### src/rtl/bpf_seq_pkg.sv
// Shared definitions for the BPF fetch sequencer: phase encoding, default
// program-counter width and the bit positions of the stage-enable vector.
package bpf_seq_pkg;

    localparam int PC_W_DEFAULT = 8;

    // Bit positions inside the stage-enable vector
    localparam int EN_IF  = 0;
    localparam int EN_ID  = 1;
    localparam int EN_EX  = 2;
    localparam int EN_MEM = 3;
    localparam int EN_WB  = 4;
    localparam int EN_NUM = 5;

    typedef enum logic [2:0] {
        S_IDLE = 3'd0,
        S_IF   = 3'd1,
        S_ID   = 3'd2,
        S_EX   = 3'd3,
        S_MEM  = 3'd4,
        S_WB   = 3'd5,
        S_HALT = 3'd6
    } seqState_t;

endpackage

### src/rtl/seq_pc_target.sv
// Next-PC computation for the fetch sequencer. The target is formed one bit
// wider than the PC so that running past the top of the address space shows
// up as an out-of-range target instead of wrapping back to a legal address.
module seq_pc_target
    import bpf_seq_pkg::*;
#(
    parameter int PC_W     = PC_W_DEFAULT,
    parameter int PROG_LEN = 256
) (
    input  logic [PC_W-1:0] pc,
    input  logic            brP,
    input  logic [PC_W-1:0] offQ,
    output logic [PC_W:0]   target,
    output logic            outOfRange
);

    localparam logic [PC_W:0] LEN_LIM = PROG_LEN[PC_W:0];
    localparam logic [PC_W:0] ONE     = {{PC_W{1'b0}}, 1'b1};

    logic [PC_W:0] addend;

    // Sequential PC plus the forward branch offset when the branch was taken
    always_comb begin
        addend     = brP ? {1'b0, offQ} : '0;
        target     = {1'b0, pc} + ONE + addend;
        outOfRange = (target >= LEN_LIM);
    end

endmodule

### src/rtl/bpf_fetch_sequencer.sv
// Multi-cycle phase controller for the BPF core: owns the program counter and
// walks each instruction through IF, ID, EX, MEM, WB with one-hot enables.
// Optional feature macro: SEQ_RETIRE_CNT_EN adds the oRETIRED counter port.
module bpf_fetch_sequencer
    import bpf_seq_pkg::*;
#(
    parameter int PC_W     = PC_W_DEFAULT,
    parameter int PROG_LEN = 256
) (
    input  logic            iCLK_IF,
    input  logic            iRST,
    input  logic            iSTART,
    input  logic            iSTALL,
    input  logic            iBR_TAKE,
    input  logic [PC_W-1:0] iBR_OFF,
    input  logic            iRET,
    output logic [PC_W-1:0] oPC,
    output logic            oEN_IF,
    output logic            oEN_ID,
    output logic            oEN_EX,
    output logic            oEN_MEM,
    output logic            oEN_WB,
    output logic            oBUSY,
    output logic            oHALT,
    output logic            oFAULT
`ifdef SEQ_RETIRE_CNT_EN
    ,
    output logic [31:0]     oRETIRED
`endif
);

    seqState_t         state;
    seqState_t         stateNxt;
    logic              ret_p;
    logic              br_p;
    logic [PC_W-1:0]   off_q;
    logic [PC_W:0]     target;
    logic              outOfRange;
    logic              fault;
    logic [EN_NUM-1:0] en;

    seq_pc_target #(
        .PC_W     (PC_W),
        .PROG_LEN (PROG_LEN)
    ) uTarget (
        .pc         (oPC),
        .brP        (br_p),
        .offQ       (off_q),
        .target     (target),
        .outOfRange (outOfRange)
    );

    // A RET suppresses the range check: returning never faults
    assign fault = outOfRange && !ret_p;

    // Phase register
    always_ff @(posedge iCLK_IF or posedge iRST) begin
        if (iRST) state <= S_IDLE;
        else      state <= stateNxt;
    end

    // Phase sequencing; each input only matters in the phase that samples it
    always_comb begin
        stateNxt = state;
        case (state)
            S_IDLE:  if (iSTART) stateNxt = S_IF;
            S_IF:    stateNxt = S_ID;
            S_ID:    stateNxt = S_EX;
            S_EX:    stateNxt = S_MEM;
            S_MEM:   if (!iSTALL) stateNxt = S_WB;
            S_WB:    stateNxt = (ret_p || fault) ? S_HALT : S_IF;
            S_HALT:  stateNxt = S_HALT;
            default: stateNxt = S_IDLE;
        endcase
    end

    // Stage enables decoded straight from the phase register
    always_comb begin
        en = '0;
        case (state)
            S_IF:    en[EN_IF]  = 1'b1;
            S_ID:    en[EN_ID]  = 1'b1;
            S_EX:    en[EN_EX]  = 1'b1;
            S_MEM:   en[EN_MEM] = 1'b1;
            S_WB:    en[EN_WB]  = 1'b1;
            default: en = '0;
        endcase
    end

    assign oEN_IF  = en[EN_IF];
    assign oEN_ID  = en[EN_ID];
    assign oEN_EX  = en[EN_EX];
    assign oEN_MEM = en[EN_MEM];
    assign oEN_WB  = en[EN_WB];
    assign oBUSY   = (state != S_IDLE) && (state != S_HALT);

    // Execute-result latches and PC/halt update at the writeback edge
    always_ff @(posedge iCLK_IF or posedge iRST) begin
        if (iRST) begin
            ret_p  <= 1'b0;
            br_p   <= 1'b0;
            off_q  <= '0;
            oPC    <= '0;
            oHALT  <= 1'b0;
            oFAULT <= 1'b0;
        end else begin
            if (state == S_EX) begin
                ret_p <= iRET;
                br_p  <= iBR_TAKE;
                off_q <= iBR_OFF;
            end
            if (state == S_WB) begin
                if (ret_p) begin
                    oHALT <= 1'b1;
                end else if (fault) begin
                    oHALT  <= 1'b1;
                    oFAULT <= 1'b1;
                end else begin
                    oPC <= target[PC_W-1:0];
                end
            end
        end
    end

`ifdef SEQ_RETIRE_CNT_EN
    // Retired-instruction count, one per writeback including the final one
    always_ff @(posedge iCLK_IF or posedge iRST) begin
        if (iRST)              oRETIRED <= '0;
        else if (state == S_WB) oRETIRED <= oRETIRED + 32'd1;
    end
`endif

endmodule

### config.mk
export PLATFORM = sky130hd
export DESIGN_NAME = bpf_fetch_sequencer
export DESIGN_NICKNAME = d
export VERILOG_FILES = /design/src/rtl/bpf_seq_pkg.sv /design/src/rtl/seq_pc_target.sv /design/src/rtl/bpf_fetch_sequencer.sv
export SDC_FILE = /design/constraint.sdc
export NUM_CORES = 1
export LEC_CHECK = 0
export ABC_AREA = 0
export BUFFER_PORTS_ARGS = -buffer_cell sky130_fd_sc_hd__buf_4
export CORE_ASPECT_RATIO = 1.4
export CORE_MARGIN = 1.5
export CORE_UTILIZATION = 25
export CTS_BUF_LIST = sky130_fd_sc_hd__clkbuf_8
export CTS_CLUSTER_DIAMETER = 150
export CTS_CLUSTER_SIZE = 28
export DETAILED_ROUTE_END_ITERATION = 16
export PLACE_DENSITY = 0.46
export SLEW_MARGIN = 20
export SYNTH_ARGS = -nofsm -noshare
export SYNTH_HDL_FRONTEND = slang
export SYNTH_SLANG_ARGS = --single-unit
### constraint.sdc
create_clock -name iCLK_IF -period 3.15 [get_ports iCLK_IF]
set_input_delay 0.7875 -clock iCLK_IF [delete_from_list [all_inputs] [get_ports iCLK_IF]]
set_output_delay 0.7875 -clock iCLK_IF [all_outputs]
set_load 0.05 [all_outputs]
* After elaboration in Yosys (flattened, before gate mapping) *
Index checks and enable logic that the tools add are counted.

storage, ports and cells
  register bits after elaboration = 23
  logic and storage cells = 44
  bits of input ports = 14
  output and inout port bits = 16

cells by class
  $lt $le $gt $ge = 1
  bitwise logic cells = 2
  add/subtract/negate cells = 2
  muxes and demuxes = 12
  equal/unequal tests = 9
  reductions and logical operators = 11

operators with widths
  operator             count
  $pmux 3 s7           1
  $add 8x1->9 const B  1
  $add 9x9->9          1
  $eq 3x3->1 const B   3
  $ge 9x9->1 const B   1
  $mux 3               3
  $mux 8               1
  $mux 1               7
  $eq 3x2->1 const B   2
  $reduce_and 3->1     2
  $ne 2x2->1 const B   2
  $reduce_and 2->1     2
  $eq 3x1->1 const B   1
  $logic_not 3->1      1
  $ne 3x3->1 const B   1
  $reduce_bool 3->1    1
  $logic_and 1x1->1    2
  $not 1->1            2
  $reduce_bool 2->1    1
  $logic_not 1->1      1
  $logic_or 1x1->1     1

* Logic depth before layout (Yosys ltp) *
  depth in word-level cells = 7
  gate-level depth with buffers = 9

* Hierarchy *
A second synthesis with hierarchy kept.

second synthesis, totals
  cell total of the unflattened synthesis = 125
  area total of the unflattened synthesis = 1,425.1 sq um

modules (own cells, without submodules)
  module               sequential area each (sq um)  area each (sq um)  instances  cells an instance
  bpf_fetch_sequencer  575.6                         1,019.7            1          70
  seq_pc_target        0.0                           405.4              1          55

* Worst setup path after synthesis *
No wires, ideal clock.

  kind = register -> register
  start = register oPC[0]
  end = register oPC[7]
  arrival time = 2.394 ns
  path slack = 0.652 ns
  clock period less this slack = 2.498 ns
  buffers on the path = 1
  cell stages (with the launch flop) = 10
  cell sequence = dfrtp_1 inv_1 ha_1 inv_1 fa_1 a211oi_1 nor3_2 or2_1 buf_6 o41ai_4

on the way
  longest elaborated chain between the ends = 6

ends and longest elaborated chain
  item                               line                        RTL
  from (decl)                        bpf_fetch_sequencer.sv:17   output logic [PC_W-1:0] oPC,
  from (signal assigned)             bpf_fetch_sequencer.sv:119  oPC <= target[PC_W-1:0];
  $add 8x1->9 (*)                    seq_pc_target.sv:25         target = {1'b0, pc} + ONE + addend;
  $add 9x9->9 (*)                    seq_pc_target.sv:25
  $ge 9x9->1                         seq_pc_target.sv:26         outOfRange = (target >= LEN_LIM);
  $logic_and 1x1->1                  bpf_fetch_sequencer.sv:54   assign fault = outOfRange && !ret_p;
  $not 1->1 (no source line)         n/a
  $reduce_and 3->1 (no source line)  n/a

Mark *: on every way between the ends. The rest lies on a longest branch, timed or not.
A chain may end at the register's enable or synchronous reset.

* Worst setup path in the final report *
  start = register br_p
  end = register oPC[7]

on the way
  longest elaborated chain between the ends = 6

ends and longest elaborated chain
  item                               line                        RTL
  from (decl)                        bpf_fetch_sequencer.sv:35   logic br_p;
  from (signal assigned)             bpf_fetch_sequencer.sv:109  br_p <= iBR_TAKE;
  $mux 8 (*)                         seq_pc_target.sv:24         addend = brP ? {1'b0, offQ} : '0;
  $add 9x9->9 (*)                    seq_pc_target.sv:25
  $ge 9x9->1                         seq_pc_target.sv:26
  $logic_and 1x1->1                  bpf_fetch_sequencer.sv:54
  $not 1->1 (no source line)         n/a
  $reduce_and 3->1 (no source line)  n/a

Marked as above.

==> metrics.csv <==
stage;metric;value;unit
min_path;hold_class;register to register;
finish;nets;183;
die;dieWidth;66.33;um
critical_path;crit_required;3.32;ns
die;die-area;6080;um2
die;placementRows;32;
finish;area_growth;22.46;%
clock_network;cts_resized;0;
global_route;grt_util_all_layers;10.37;%
timing;period_share;79.96;%
power;p_leak;0.8478;nW
critical_path;path_max_fanout;9;
clock_network;cts_buffers;3;
logic_synthesis;seq_area_frac_synth;41.00;%
finish;mostFrequentLayoutCell;buf_4;
drt;wl;2945;um
logic_synthesis;muxShareOfSynthArea;10.43;%
run_status;status;completed;
clock_network;insertion_delay;0.26;ns
global_route;antenna_found_initial;0;
critical_path;reg2reg_from;br_p;
clock_network;cts_max_level;1;
run;maxCapViolations;0;
clock_network;clkTransAtPathRegs;0.08;ns
critical_path;rr_endpoint;oPC[7];
placement;gp_congestion;0.8051;
power;p_total;2.038;mW
finish;final_cell_mix;buf_4, dfrtp_1, inv_1;
timing;fin_tns_setup;0;ns
clock_network;cts_buffer_depth;2;
timing;period_minus_slack;2.519;ns
critical_path;timing.reg2reg.setup_slack;0.63;ns
logic_synthesis;synth_nets;153;
logic_synthesis;synth_area;1404;um2
finish;post-route-util;31.57;%
timing;tightest_slew;0.8719;ns
timing;max_freq;0.3970;GHz
timing;setup_viol;0;
drt;dr.pass1.iters;4;
critical_path;worstPathArrival;2.69;ns
clock_network;cts_setup_buffers;0;
drt;final_antenna_net_count;0;
logic_synthesis;ys_seq_elements;23;
critical_path;path_class;register to register;
min_path;min_delay_path_depth;2;
logic_synthesis;synth_fa_ha_area_share;8.556;%
drt;drtIter0Drc;24;
global_route;grt_pass1_wl;4871;um
global_route;grt_pass1_vias;1067;
timing;holdWs;0.4680;ns
clock_network;clock-sinks;23;
drt;vias;1066;
timing;slew_violations;0;
critical_path;endpoint_kind;register;
logic_synthesis;ys_warn_count;0;
timing;slew_headroom;41.81;%
logic_synthesis;synth_compound_area_share;19.07;%
finish;antenna_cells;0;
die;die_h;91.67;um
die;initial_core_util;25.78;%
min_path;hp-start;oHALT;
logic_synthesis;synth_top_family_by_area;compound AO/OA/AOI/OAI gates;
clock_network;hold_buffers;0;
critical_path;ff2ff_path_depth;8;
die;core-area;5445;um2
global_route;grt_max_degree;24;
timing;hold_viol_final;0;
drt;drc;0;
power;ir_drop;0.2917;mV
drt;wl_per_cell;12.97;um
timing;fin_worst_skew;0.001749;ns
die;ios;30;
logic_synthesis;synthSimpleGateAreaFrac;13.99;%
placement;io_buffers;29;
logic_synthesis;synth.avg_cell_area;10.80;um2
clock_network;cts_root_buf;clkbuf_8;
finish;layout-drive-gt1-share;27.67;%
clock_network;cts_tree;built;
power;power.density;1185;nW/um2
drt;vias_per_cell;4.696;
global_route;grt_overflow_total;0;
logic_synthesis;synthXorXnorAreaFrac;2.496;%
min_path;min_to;oHALT;
timing;rsz0062_at_grt;false;
logic_synthesis;ys_types;39;
logic_synthesis;netlist_instances;130;
placement;detailed_place_hpwl;2411;um
critical_path;start_kind;register;
==> through the flow <==
stage               worst slack [ns]  instance area (um2)  instances
floorplan                     0.6520                 1404        130
global placement              0.6854                 1674        223
CTS                           0.6051                 1719        227
detailed placement            0.6259                 1674        223
finish                        0.6314                 1719        227
global route                  0.4027                 1719        227
==> critical path: stages (launching register included) <==
cell      delay (ns)
dfrtp_1         0.45
nand2_1         0.10
ha_1            0.16
inv_1           0.05
fa_1            0.42
a211oi_1        0.38
nor3_2          0.15
or2_1           0.36
o41ai_4         0.36
==> where the power goes <==
| group | switching (mW) | internal, mW | total, mW | leakage, nW |
|---|---|---|---|---|
| Clock | 0.0935 | 0.0870 | 0.181 | 0.0269 |
| Combinational | 0.782 | 0.512 | 1.29 | 0.543 |
| Sequential | 0.128 | 0.435 | 0.564 | 0.278 |
==> layout make-up <==
class                   instances  area [um2]
fillers                       590        3726
multi-input cells              95       765.7
flip-flops and latches         23       575.6
repair buffers                 29       217.7
well taps                      68       85.08
clock buffers                   3       41.29
inverters                       8       30.03
clock inverters                 1       3.754
==> layer usage <==
| layer | track usage, % | wire length, um | vias up |
|---|---|---|---|
| met4 | 5.102 | 70 | 0 |
| met2 | 18.00 | 1584 | 15 |
| met1 | 12.38 | 1238 | 514 |
| met5 | 0 | 0 | - |
| li1 | - | - | 532 |
| met3 | 1.104 | 52 | 5 |
==> cell usage after synthesis (all sizes together) <==
cell type  number  area share, %
o211ai          2            2.1
o211a           1           0.71
ha              8            7.1
nand2b          2           0.89
mux2           13             10
or2             1           0.45
a31oi           1           0.45
xor2            1           0.62
o221ai          1           0.62
and2            8            3.6
nor2b           2           0.89
o31ai           5            2.7
xnor2           3            1.9
nor2            6            1.6
nand2           4            1.1
nand3           1           0.36
and4bb          1            1.2
a22o            1           0.62
or3b            1           0.62
nor4            2           0.89
fa              1            1.4
o21a            2            1.1
nor3            6            2.5
buf             4            2.3
dfrtp          23             41
a21boi          1           0.53
a21oi           5            1.8
o21ai           9            3.2
inv             8            2.1
o41ai           2            2.6
o31a            1           0.62
a211oi          1           0.53
a21o            3            1.6
==> cells by family (layout without fill, tap and decap cells) <==
logic type                 after synthesis  count (layout)
AOI/OAI and AO/OA                       35              35
xor gates and xnor gates                 4               4
adders and majority gates                9               9
buffers and inverters                   12              41
DFF                                     23              23
muxes                                   13              13
and+or+nand+nor                         34              34
==> state kept, by name, summed over array words and instances (netlist names) <==
register	cells
br_p	1
oFAULT	1
oHALT	1
oPC	8
off_q	8
ret_p	1
state	3
==> worst max path at each step <==
stage | start | end | slack (ns)
2_1_floorplan | oPC[0] | oPC[7] | 0.65
4_1_cts | br_p | oPC[7] | 0.61
6_report | br_p | oPC[7] | 0.63
3_5_place_dp | br_p | oPC[7] | 0.63
3_3_place_gp | br_p | oPC[7] | 0.69
5_1_grt | br_p | state[2] | 0.40
Power figures use the tool's default switching activity.
